[src/rtl/cnt_seq_pkg.sv]
// Shared types and default widths for the cnt_seq command sequencer.
package cnt_seq_pkg;

    localparam int CNT_W_DEF = 8;
    localparam int LEN_W_DEF = 8;
    localparam int GAP_DEF   = 1;
    localparam int GAP_CNT_W = 4;

    typedef enum logic [1:0] {
        OP_NOP  = 2'd0,
        OP_ARST = 2'd1,
        OP_CLK1 = 2'd2,
        OP_CLK2 = 2'd3
    } op_e;

    typedef enum logic [1:0] {
        S_IDLE  = 2'd0,
        S_PULSE = 2'd1,
        S_GAP   = 2'd2,
        S_DONE  = 2'd3
    } state_e;

endpackage

[src/rtl/cnt_seq_shadow.sv]
// Pair of wrapping shadow counters mirroring the counter datapath; clear wins over increment.
module cnt_seq_shadow
    import cnt_seq_pkg::*;
#(
    parameter int CNT_W = CNT_W_DEF
) (
    input  logic             clk,
    input  logic             arst,
    input  logic             clr,
    input  logic             inc1,
    input  logic             inc2,
    output logic [CNT_W-1:0] exp1,
    output logic [CNT_W-1:0] exp2
);

    logic [CNT_W-1:0] exp1_q, exp1_d;
    logic [CNT_W-1:0] exp2_q, exp2_d;

    always_comb begin
        exp1_d = exp1_q;
        exp2_d = exp2_q;
        if (clr) begin
            exp1_d = '0;
            exp2_d = '0;
        end else begin
            if (inc1) exp1_d = exp1_q + 1'b1;
            if (inc2) exp2_d = exp2_q + 1'b1;
        end
    end

    always_ff @(posedge clk or posedge arst) begin
        if (arst) begin
            exp1_q <= '0;
            exp2_q <= '0;
        end else begin
            exp1_q <= exp1_d;
            exp2_q <= exp2_d;
        end
    end

    assign exp1 = exp1_q;
    assign exp2 = exp2_q;

endmodule

[src/rtl/cnt_seq.sv]
// Command-driven pulse sequencer with shadow counter model.
// CNT_SEQ_DOUBLE_ARST_EN: ARST command emits two rst_out pulses instead of one.
module cnt_seq
    import cnt_seq_pkg::*;
#(
    parameter int CNT_W = CNT_W_DEF,
    parameter int LEN_W = LEN_W_DEF,
    parameter int GAP   = GAP_DEF
) (
    input  logic             clk,
    input  logic             arst,
    input  logic             cmd_valid,
    output logic             cmd_ready,
    input  logic [1:0]       cmd_op,
    input  logic [LEN_W-1:0] cmd_len,
    output logic             tick1,
    output logic             tick2,
    output logic             rst_out,
    output logic             busy,
    output logic             done,
    output logic [CNT_W-1:0] exp1,
    output logic [CNT_W-1:0] exp2,
    output state_e           dbg_state
);

`ifdef CNT_SEQ_DOUBLE_ARST_EN
    localparam int ARST_PULSES = 2;
`else
    localparam int ARST_PULSES = 1;
`endif

    localparam logic [GAP_CNT_W-1:0] GAP_LOAD = GAP_CNT_W'((GAP > 0) ? GAP - 1 : 0);

    // Handshake: a command transfers on the rising edge where cmd_valid && cmd_ready;
    // cmd_ready is high only in IDLE, so a held command simply waits for the next IDLE.
    state_e               state_q, state_d;
    op_e                  op_q, op_d;
    logic [LEN_W-1:0]     rem_q, rem_d;
    logic [GAP_CNT_W-1:0] gap_q, gap_d;
    logic                 tick1_q, tick1_d;
    logic                 tick2_q, tick2_d;
    logic                 rst_out_q, rst_out_d;
    logic                 done_q, done_d;

    always_comb begin
        state_d = state_q;
        op_d    = op_q;
        rem_d   = rem_q;
        gap_d   = gap_q;
        unique case (state_q)
            S_IDLE: begin
                if (cmd_valid) begin
                    op_d = op_e'(cmd_op);
                    if (op_d == OP_NOP || (op_d != OP_ARST && cmd_len == '0)) begin
                        state_d = S_DONE;
                    end else begin
                        state_d = S_PULSE;
                        rem_d   = (op_d == OP_ARST) ? LEN_W'(ARST_PULSES) : cmd_len;
                    end
                end
            end
            S_PULSE: begin
                rem_d = rem_q - 1'b1;
                if (GAP > 0) begin
                    state_d = S_GAP;
                    gap_d   = GAP_LOAD;
                end else begin
                    state_d = (rem_d != '0) ? S_PULSE : S_DONE;
                end
            end
            S_GAP: begin
                if (gap_q == '0) state_d = (rem_q != '0) ? S_PULSE : S_DONE;
                else             gap_d   = gap_q - 1'b1;
            end
            S_DONE:  state_d = S_IDLE;
            default: state_d = S_IDLE;
        endcase

        // Pulses are decoded from the next state so they land in registers.
        tick1_d   = (state_d == S_PULSE) && (op_d == OP_CLK1);
        tick2_d   = (state_d == S_PULSE) && (op_d == OP_CLK2);
        rst_out_d = (state_d == S_PULSE) && (op_d == OP_ARST);
        done_d    = (state_d == S_DONE);
    end

    always_ff @(posedge clk or posedge arst) begin
        if (arst) begin
            state_q   <= S_IDLE;
            op_q      <= OP_NOP;
            rem_q     <= '0;
            gap_q     <= '0;
            tick1_q   <= 1'b0;
            tick2_q   <= 1'b0;
            rst_out_q <= 1'b0;
            done_q    <= 1'b0;
        end else begin
            state_q   <= state_d;
            op_q      <= op_d;
            rem_q     <= rem_d;
            gap_q     <= gap_d;
            tick1_q   <= tick1_d;
            tick2_q   <= tick2_d;
            rst_out_q <= rst_out_d;
            done_q    <= done_d;
        end
    end

    cnt_seq_shadow #(.CNT_W(CNT_W)) u_shadow (
        .clk  (clk),
        .arst (arst),
        .clr  (rst_out_q),
        .inc1 (tick1_q),
        .inc2 (tick2_q),
        .exp1 (exp1),
        .exp2 (exp2)
    );

    assign cmd_ready = (state_q == S_IDLE);
    assign busy      = (state_q != S_IDLE);
    assign tick1     = tick1_q;
    assign tick2     = tick2_q;
    assign rst_out   = rst_out_q;
    assign done      = done_q;
    assign dbg_state = state_q;

endmodule

[config.mk]
export PLATFORM = sky130hd
export DESIGN_NAME = cnt_seq
export DESIGN_NICKNAME = d
export VERILOG_FILES = /design/src/rtl/cnt_seq_pkg.sv /design/src/rtl/cnt_seq_shadow.sv /design/src/rtl/cnt_seq.sv
export SDC_FILE = /design/constraint.sdc
export NUM_CORES = 1
export LEC_CHECK = 0
export ABC_AREA = 1
export ABC_CLOCK_PERIOD_IN_PS = 2720
export BUFFER_PORTS_ARGS = -buffer_cell sky130_fd_sc_hd__buf_4
export CAP_MARGIN = 20
export CORE_UTILIZATION = 45
export DETAILED_ROUTE_END_ITERATION = 12
export HOLD_SLACK_MARGIN = 0.08
export PLACE_DENSITY = 0.67
export SLEW_MARGIN = 30
export SYNTH_ARGS = -nofsm -noshare
export SYNTH_HDL_FRONTEND = slang
export SYNTH_SLANG_ARGS = --single-unit
[constraint.sdc]
create_clock -name clk -period 2.72 [get_ports clk]
set_input_delay 0.136 -clock clk [delete_from_list [all_inputs] [get_ports clk]]
set_output_delay 0.136 -clock clk [all_outputs]
set_load 0.02 [all_outputs]
### Word-level counts from Yosys, hierarchy flattened

Cells that the tools add are included.

| storage, ports and cells | value |
|---|---|
| logic and storage cells | 61 |
| bits of input ports | 13 |
| register bits | 36 |

| operators by class | value |
|---|---|
| reduce and logical (&&, ||, !) cells | 17 |
| equality and inequality tests | 13 |
| add/subtract/negate cells | 4 |
| multiplexer cells | 17 |

Operators by type and width:

| operator | count |
|---|---|
| $mux W8 | 7 |
| $add A8 B1 Y8 const B | 2 |
| $pmux W8 S2 | 1 |
| $mux W2 | 6 |
| $eq A2 B2 Y1 const B | 5 |
| $reduce_bool A2 Y1 | 5 |
| $eq A2 B1 Y1 const B | 4 |
| $logic_not A8 Y1 | 1 |
| $pmux W2 S4 | 1 |
| $pmux W4 S2 | 1 |
| $reduce_bool A8 Y1 | 1 |
| $sub A8 B1 Y8 const B | 1 |
| $ne A2 B2 Y1 const B | 3 |
| $logic_and A1 B1 Y1 | 4 |
| $logic_not A2 Y1 | 2 |
| $logic_not A4 Y1 | 1 |
| $mux W4 | 1 |
| $sub A4 B1 Y4 const B | 1 |
| $reduce_and A3 Y1 | 1 |
| $ne A2 B1 Y1 const B | 1 |
| $reduce_and A2 Y1 | 1 |
| $logic_or A1 B1 Y1 | 1 |

### Longest topological paths before layout

| depth | value |
|---|---|
| word-level depth | 8 |
| gate-level depth with buffers | 9 |

### Hierarchy

A second synthesis with hierarchy kept.

| unflattened totals | value |
|---|---|
| cells, all modules | 262 |
| area, all modules | 2029.4 sq um |

By module, submodules not included:

| module | cells an instance | area each (sq um) | instances |
|---|---|---|---|
| cnt_seq | 159 | 1212.4 | 1 |
| cnt_seq_shadow | 103 | 817.0 | 1 |

### Least setup slack after synthesis

No wires, ideal clock.

| timing path | value |
|---|---|
| kind | register to register |
| start point | register gap_q[0] |
| end point | register rst_out_q, in the netlist rst_out |
| library setup time | 0.072 ns |
| stages on the path, launching flop included | 9 |
| arrival | 1.240 ns |
| required time | 2.648 ns |
| setup slack | 1.408 ns |
| buffers on the path | 0 |
| cells stage by stage | dfrtp_1 inv_1 ha_1 nand3_2 nand3_2 nand2_2 nor2_2 nand3_2 nor2_1 |

| between the ends | value |
|---|---|
| cells in the longest elaborated chain, start to end | 5 |

RTL lines:

| what | line | RTL |
|---|---|---|
| start: declaration | cnt_seq.sv:39 | `logic [GAP_CNT_W-1:0] gap_q, gap_d;` |
| start signal: assignment | cnt_seq.sv:100 | `gap_q <= gap_d;` |
| $logic_not A4 Y1 | cnt_seq.sv:72 | `if (gap_q == '0) state_d = (rem_q != '0) ? S_PULSE : S_DONE;` |
| $mux W2 | cnt_seq.sv:72 |  |
| $pmux W2 S4 | cnt_seq.sv:50 | `unique case (state_q)` |
| $eq A2 B1 Y1 | cnt_seq.sv:82 | `rst_out_d = (state_d == S_PULSE) && (op_d == OP_ARST);` |
| $logic_and A1 B1 Y1 | cnt_seq.sv:82 |  |
| via rst_out_d | cnt_seq.sv:42 | `logic rst_out_q, rst_out_d;` |
| end signal: assignment | cnt_seq.sv:103 | `rst_out_q <= rst_out_d;` |
| end: declaration | cnt_seq.sv:42 |  |

The timed path passes the listed nets, and every way through them passes these cells.
A chain may end at the register's enable or synchronous reset.

### Worst setup path in the final report

| timing path | value |
|---|---|
| start point | register state_q[1], in the netlist dbg_state[1] |
| end point | register tick1_q, in the netlist tick1 |

| between the ends | value |
|---|---|
| cells in the longest elaborated chain, start to end | 4 |
| elaborated cells between the ends (all ways) | 11 |
| classes of those cells | 5 x eq/ne; 4 x mux; 2 x reduce/logical |

RTL lines:

| what | line | RTL |
|---|---|---|
| start: declaration | cnt_seq.sv:36 | `state_e state_q, state_d;` |
| start signal: assignment | cnt_seq.sv:97 | `state_q <= state_d;` |
| $eq A2 B2 Y1 (tied with other cells) | cnt_seq.sv:50 |  |
| $pmux W2 S4 or $mux W2 (tied branches) | cnt_seq.sv:50 |  |
| $eq A2 B1 Y1 or $eq A2 B2 Y1 (tied branches) | cnt_seq.sv:80 | `tick1_d = (state_d == S_PULSE) && (op_d == OP_CLK1);` |
| $logic_and A1 B1 Y1 (*) | cnt_seq.sv:80 |  |
| via tick1_d | cnt_seq.sv:40 | `logic tick1_q, tick1_d;` |
| end signal: assignment | cnt_seq.sv:101 | `tick1_q <= tick1_d;` |
| end: declaration | cnt_seq.sv:40 |  |

Mark *: on every way through the listed nets, which the timed path passes. The rest lies on a longest branch.

==> summary.txt <==
Power
  – Internal power: 1.34 mW
  – Peak supply drop: 0.000355 V
  – Clock network fraction of design power: 0.171
  – Switching Power: 0.996 mW
  – Sw frac: 0.426
  – Combinational power share: 0.456
  – Sequential Power Share: 0.373
  – Pwr dens: 976 nW/um^2
  – Leakage: 1.26 nW

Critical path
  – CP Buf/Inv Count: 1
  – CP endpoint kind: register
  – Setup crit start kind: register
  – Critical path data arrival time: 1.70 ns
  – Worst path most repeated cell: nand2_2
  – Critical path class: register to register
  – CP Data Required Time: between 2 and 3 ns
  – Crit-path cells: inv_2, nand2_2, nand2_2, nor2_2, nand3_2, nor2_1
  – Critical-path top delay cell: dfrtp_1
  – Max incr delay on CP: 0.50 ns
  – Reg-to-reg setup timing slack: 1.23 ns
  – CP Max Fanout: 20
  – Crit path max-delay family: simple AND/OR/NAND/NOR gates

Logic synthesis
  – Cell count after synthesis: 256
  – Sequential fraction of the synthesis area: 0.456
  – Simple-gate share of the synthesized area: 0.318
  – Mux cell area share after synthesis: 0
  – Async S/R FF share, synth: 1.00
  – Post-synthesis cell type count: 29
  – Synthesized area: 1980 sq um
  – Prevailing post-synth register cell: dfrtp_1
  – #FFs+latches synth: 36
  – Post-synth EDFFs: 0
  – Post-Syn Nets: between 200 and 300
  – Largest family of logic cells by synthesized area: simple AND/OR/NAND/NOR gates
  – Synth Area in XOR/XNOR: 0.0222
  – Adder and majority cell fraction of the synthesized area: 0.0317
  – Avg Cell Area, Syn: 7.72 sq um
  – Post-synthesis compound-gate area fraction: 0.0918
  – Warning count from the yosys run: 0

STA
  – Fin crit share: 0.548
  – Unrepaired setup endpoints after global routing: no
  – Fmax: approximately 670 MHz
  – Setup-failing EPs final: 0
  – Min Hold Slack: roughly 0.15 ns
  – Worst-margin pin slew: 0.456 ns
  – Hold violation count in the final report: 0
  – Worst rel slew slack: 0.696
  – Setup TNS: 0 ns
  – Fin. max-slew vios: 0
  – Final WS setup: 1.23 ns
  – Period minus WS final: ~1.5 ns
  – Final Skew: 0.00283 ns

Floorplanning
  – Die area: between 4000 and 5000 sq um
  – Die Y-Extent: 68.3 microns
  – Rows: 23
  – I/O pin count: 37
  – Starting Density: 0.480
  – DIE WIDTH: roughly 68 microns
  – Core area: 4120 sq um

Clock tree
  – Clk_lat worst skew: around 0.28 ns
  – Post-CTS resize count: 0
  – TritonCTS buffer count: 5
  – H-tree depth: 2
  – TritonCTS clock tree: built
  – Clk buf depth: 2
  – Root buffer cell: clkbuf_8
  – Sink Count: 36
  – Worst-path clk slew: around 0.07 ns

Final layout
  – Finished Cell Area: 2390 sq um
  – Area Overhead vs Synth: 21.2%
  – Fill cells: around 380
  – Fin nets: 316
  – Seq. cell area: 901 sq um
  – ANT cells: 0
  – Layout cells sized above 1: 0.211
  – Area of the multi-input gates: 916 sq um

Detailed routing
  – WL final: 3710 microns
  – Routed via count: 1688
  – DRT antenna net count: 0
  – Router iterations before antenna repair: 6
  – Vias per inst: 4.85
  – DR DRC count: 0
  – Avg WL per Cell: 10.7 microns
  – Initial DRC count: 108

Global routing
  – Vias in the first global route: 1565
  – GR Overflow Total: 0
  – Initial antenna violation count: 0
  – First-pass GRT wire length: 6550 microns
  – Largest net degree at the start of global routing: 37
  – GR Util All Layers: 0.190

Placement
  – GPL Wtd Cong: 0.833
  – HPWL after detailed placement: 2760 microns
  – Dpl ws: 1.23 ns
  – Port bufs: 36
  – Placed Area: roughly 2300 sq um

Run
  – Max-cap viol count: 0

Min path
  – Hold Path Class: primary input to register

Outcome
  – Outcome: completed
per-layer routing:
metal,vias to the layer above,track usage,share of wire,wire [microns]
li1,900,-,-,-
met1,746,0.230,0.48,1800
met2,38,0.325,0.46,1710
met3,4,0.0450,0.043,159
met4,0,0.0703,0.010,38
met5,-,0,0,0
synth_stat cells, types with 2 or more instances:
| cell type | number | area share |
|---|---|---|
| nand2_1 | 62 | 0.12 |
| dfrtp_1 | 36 | 0.46 |
| nor2_1 | 32 | 0.061 |
| inv_1 | 30 | 0.057 |
| nand3_1 | 25 | 0.063 |
| o21ai_0 | 13 | 0.033 |
| a21oi_1 | 10 | 0.025 |
| ha_1 | 5 | 0.032 |
| nand2_2 | 5 | 0.016 |
| o21ai_1 | 5 | 0.013 |
| nor3_1 | 4 | 0.010 |
| nand3_2 | 3 | 0.015 |
| o22ai_1 | 3 | 0.0095 |
| xnor2_1 | 3 | 0.013 |
| buf_6 | 2 | 0.011 |
| inv_2 | 2 | 0.0038 |
| nor2_2 | 2 | 0.0063 |
| nor3_2 | 2 | 0.010 |
| xor2_1 | 2 | 0.0089 |
state kept, by name (all words and copies together) (netlist names):
name,flops
op_q,2
tick1,1
dbg_state,2
rst_out,1
tick2,1
u_shadow.exp2,8
gap_q,4
u_shadow.exp1,8
done,1
rem_q,8
logic make-up after synthesis:
family	Yosys count
and+or+nand+nor	139
buffers and inverters	37
DFF	36
AOI/OAI and AO/OA	34
xor gates and xnor gates	5
adders and majority gates	5
final cells by class:
class / instances / area share
multi-input combinational: 183 / 0.382
sequential: 36 / 0.376
timing repair buffer: 38 / 0.120
inverter: 34 / 0.0549
clock buffer: 7 / 0.0402
tap: 50 / 0.0261
path summary, 6_finish.rpt:
path	start	to	cells past startpoint
setup / recovery	dbg_state[1]	tick1	6
min in group asynchronous	arst	u_shadow.exp1[0]	4
hold / removal	cmd_op[1]	op_q[1]	3
setup reg to reg	dbg_state[1]	tick1	6
hold reg to reg	rst_out	u_shadow.exp2[0]	1
max in group asynchronous	arst	rem_q[1]	4
metrics by stage:
step / util / std cells / power [mW]
after detailed placement: 0.556 / 340 / 1.95
final: 0.582 / 348 / 2.34
after global routing: 0.582 / 348 / 2.56
after global placement: 0.556 / 340 / 1.94
after floorplan: - / 256 / 1.65
after CTS: 0.582 / 348 / 2.37
worst register-to-register path: stages (launching register included):
cell and delay, ns:
dfrtp_1 0.50, inv_2 0.06, nand2_2 0.32, nand2_2 0.15, nor2_2 0.18, nand3_2 0.12, nor2_1 0.11
timing repair:
item                       in CTS  in global routing
setup endpoints to repair       0                  0
buffers inserted                0                  0
hold buffers                    1                  0
hold endpoints to repair       36                  0
placed cells by master, fill, tap and decap left out:
| cell type | Yosys | routed |
|---|---|---|
| a21boi_1 | 1 | 1 |
| a21oi_1 | 10 | 10 |
| a31oi_1 | 1 | 1 |
| buf_4 | 0 | 37 |
| clkbuf_8 | 0 | 7 |
| clkinv_2 | 1 | 1 |
| dfrtp_1 | 36 | 36 |
| dlygate4sd3_1 | 0 | 1 |
| ha_1 | 5 | 5 |
| inv_1 | 30 | 30 |
| inv_2 | 2 | 2 |
| inv_4 | 1 | 1 |
| nand2_1 | 62 | 62 |
| nand2_2 | 5 | 5 |
| nand2_4 | 1 | 1 |
| nand3_1 | 25 | 25 |
| nand3_2 | 3 | 3 |
| nand3b_1 | 1 | 1 |
| nand4_1 | 1 | 1 |
| nor2_1 | 32 | 32 |
| nor2_2 | 2 | 2 |
| nor2_4 | 1 | 1 |
| nor3_1 | 4 | 4 |
| nor3_2 | 2 | 2 |
| o21ai_0 | 13 | 13 |
| o21ai_1 | 5 | 5 |
| o21ai_2 | 1 | 1 |
| o22ai_1 | 3 | 3 |
| xnor2_1 | 3 | 3 |
| xor2_1 | 2 | 2 |
power groups by stage:
stage | sequential, mW | combinational (mW) | clock [mW]
3_3_place_gp | 0.880 | 1.06 | 0
3_5_place_dp | 0.878 | 1.07 | 0
6_report | 0.872 | 1.07 | 0.400
4_1_cts | 0.872 | 1.08 | 0.421
5_1_grt | 0.899 | 1.22 | 0.442
2_1_floorplan | 0.959 | 0.692 | 0
(Power assumes the default switching activity.)
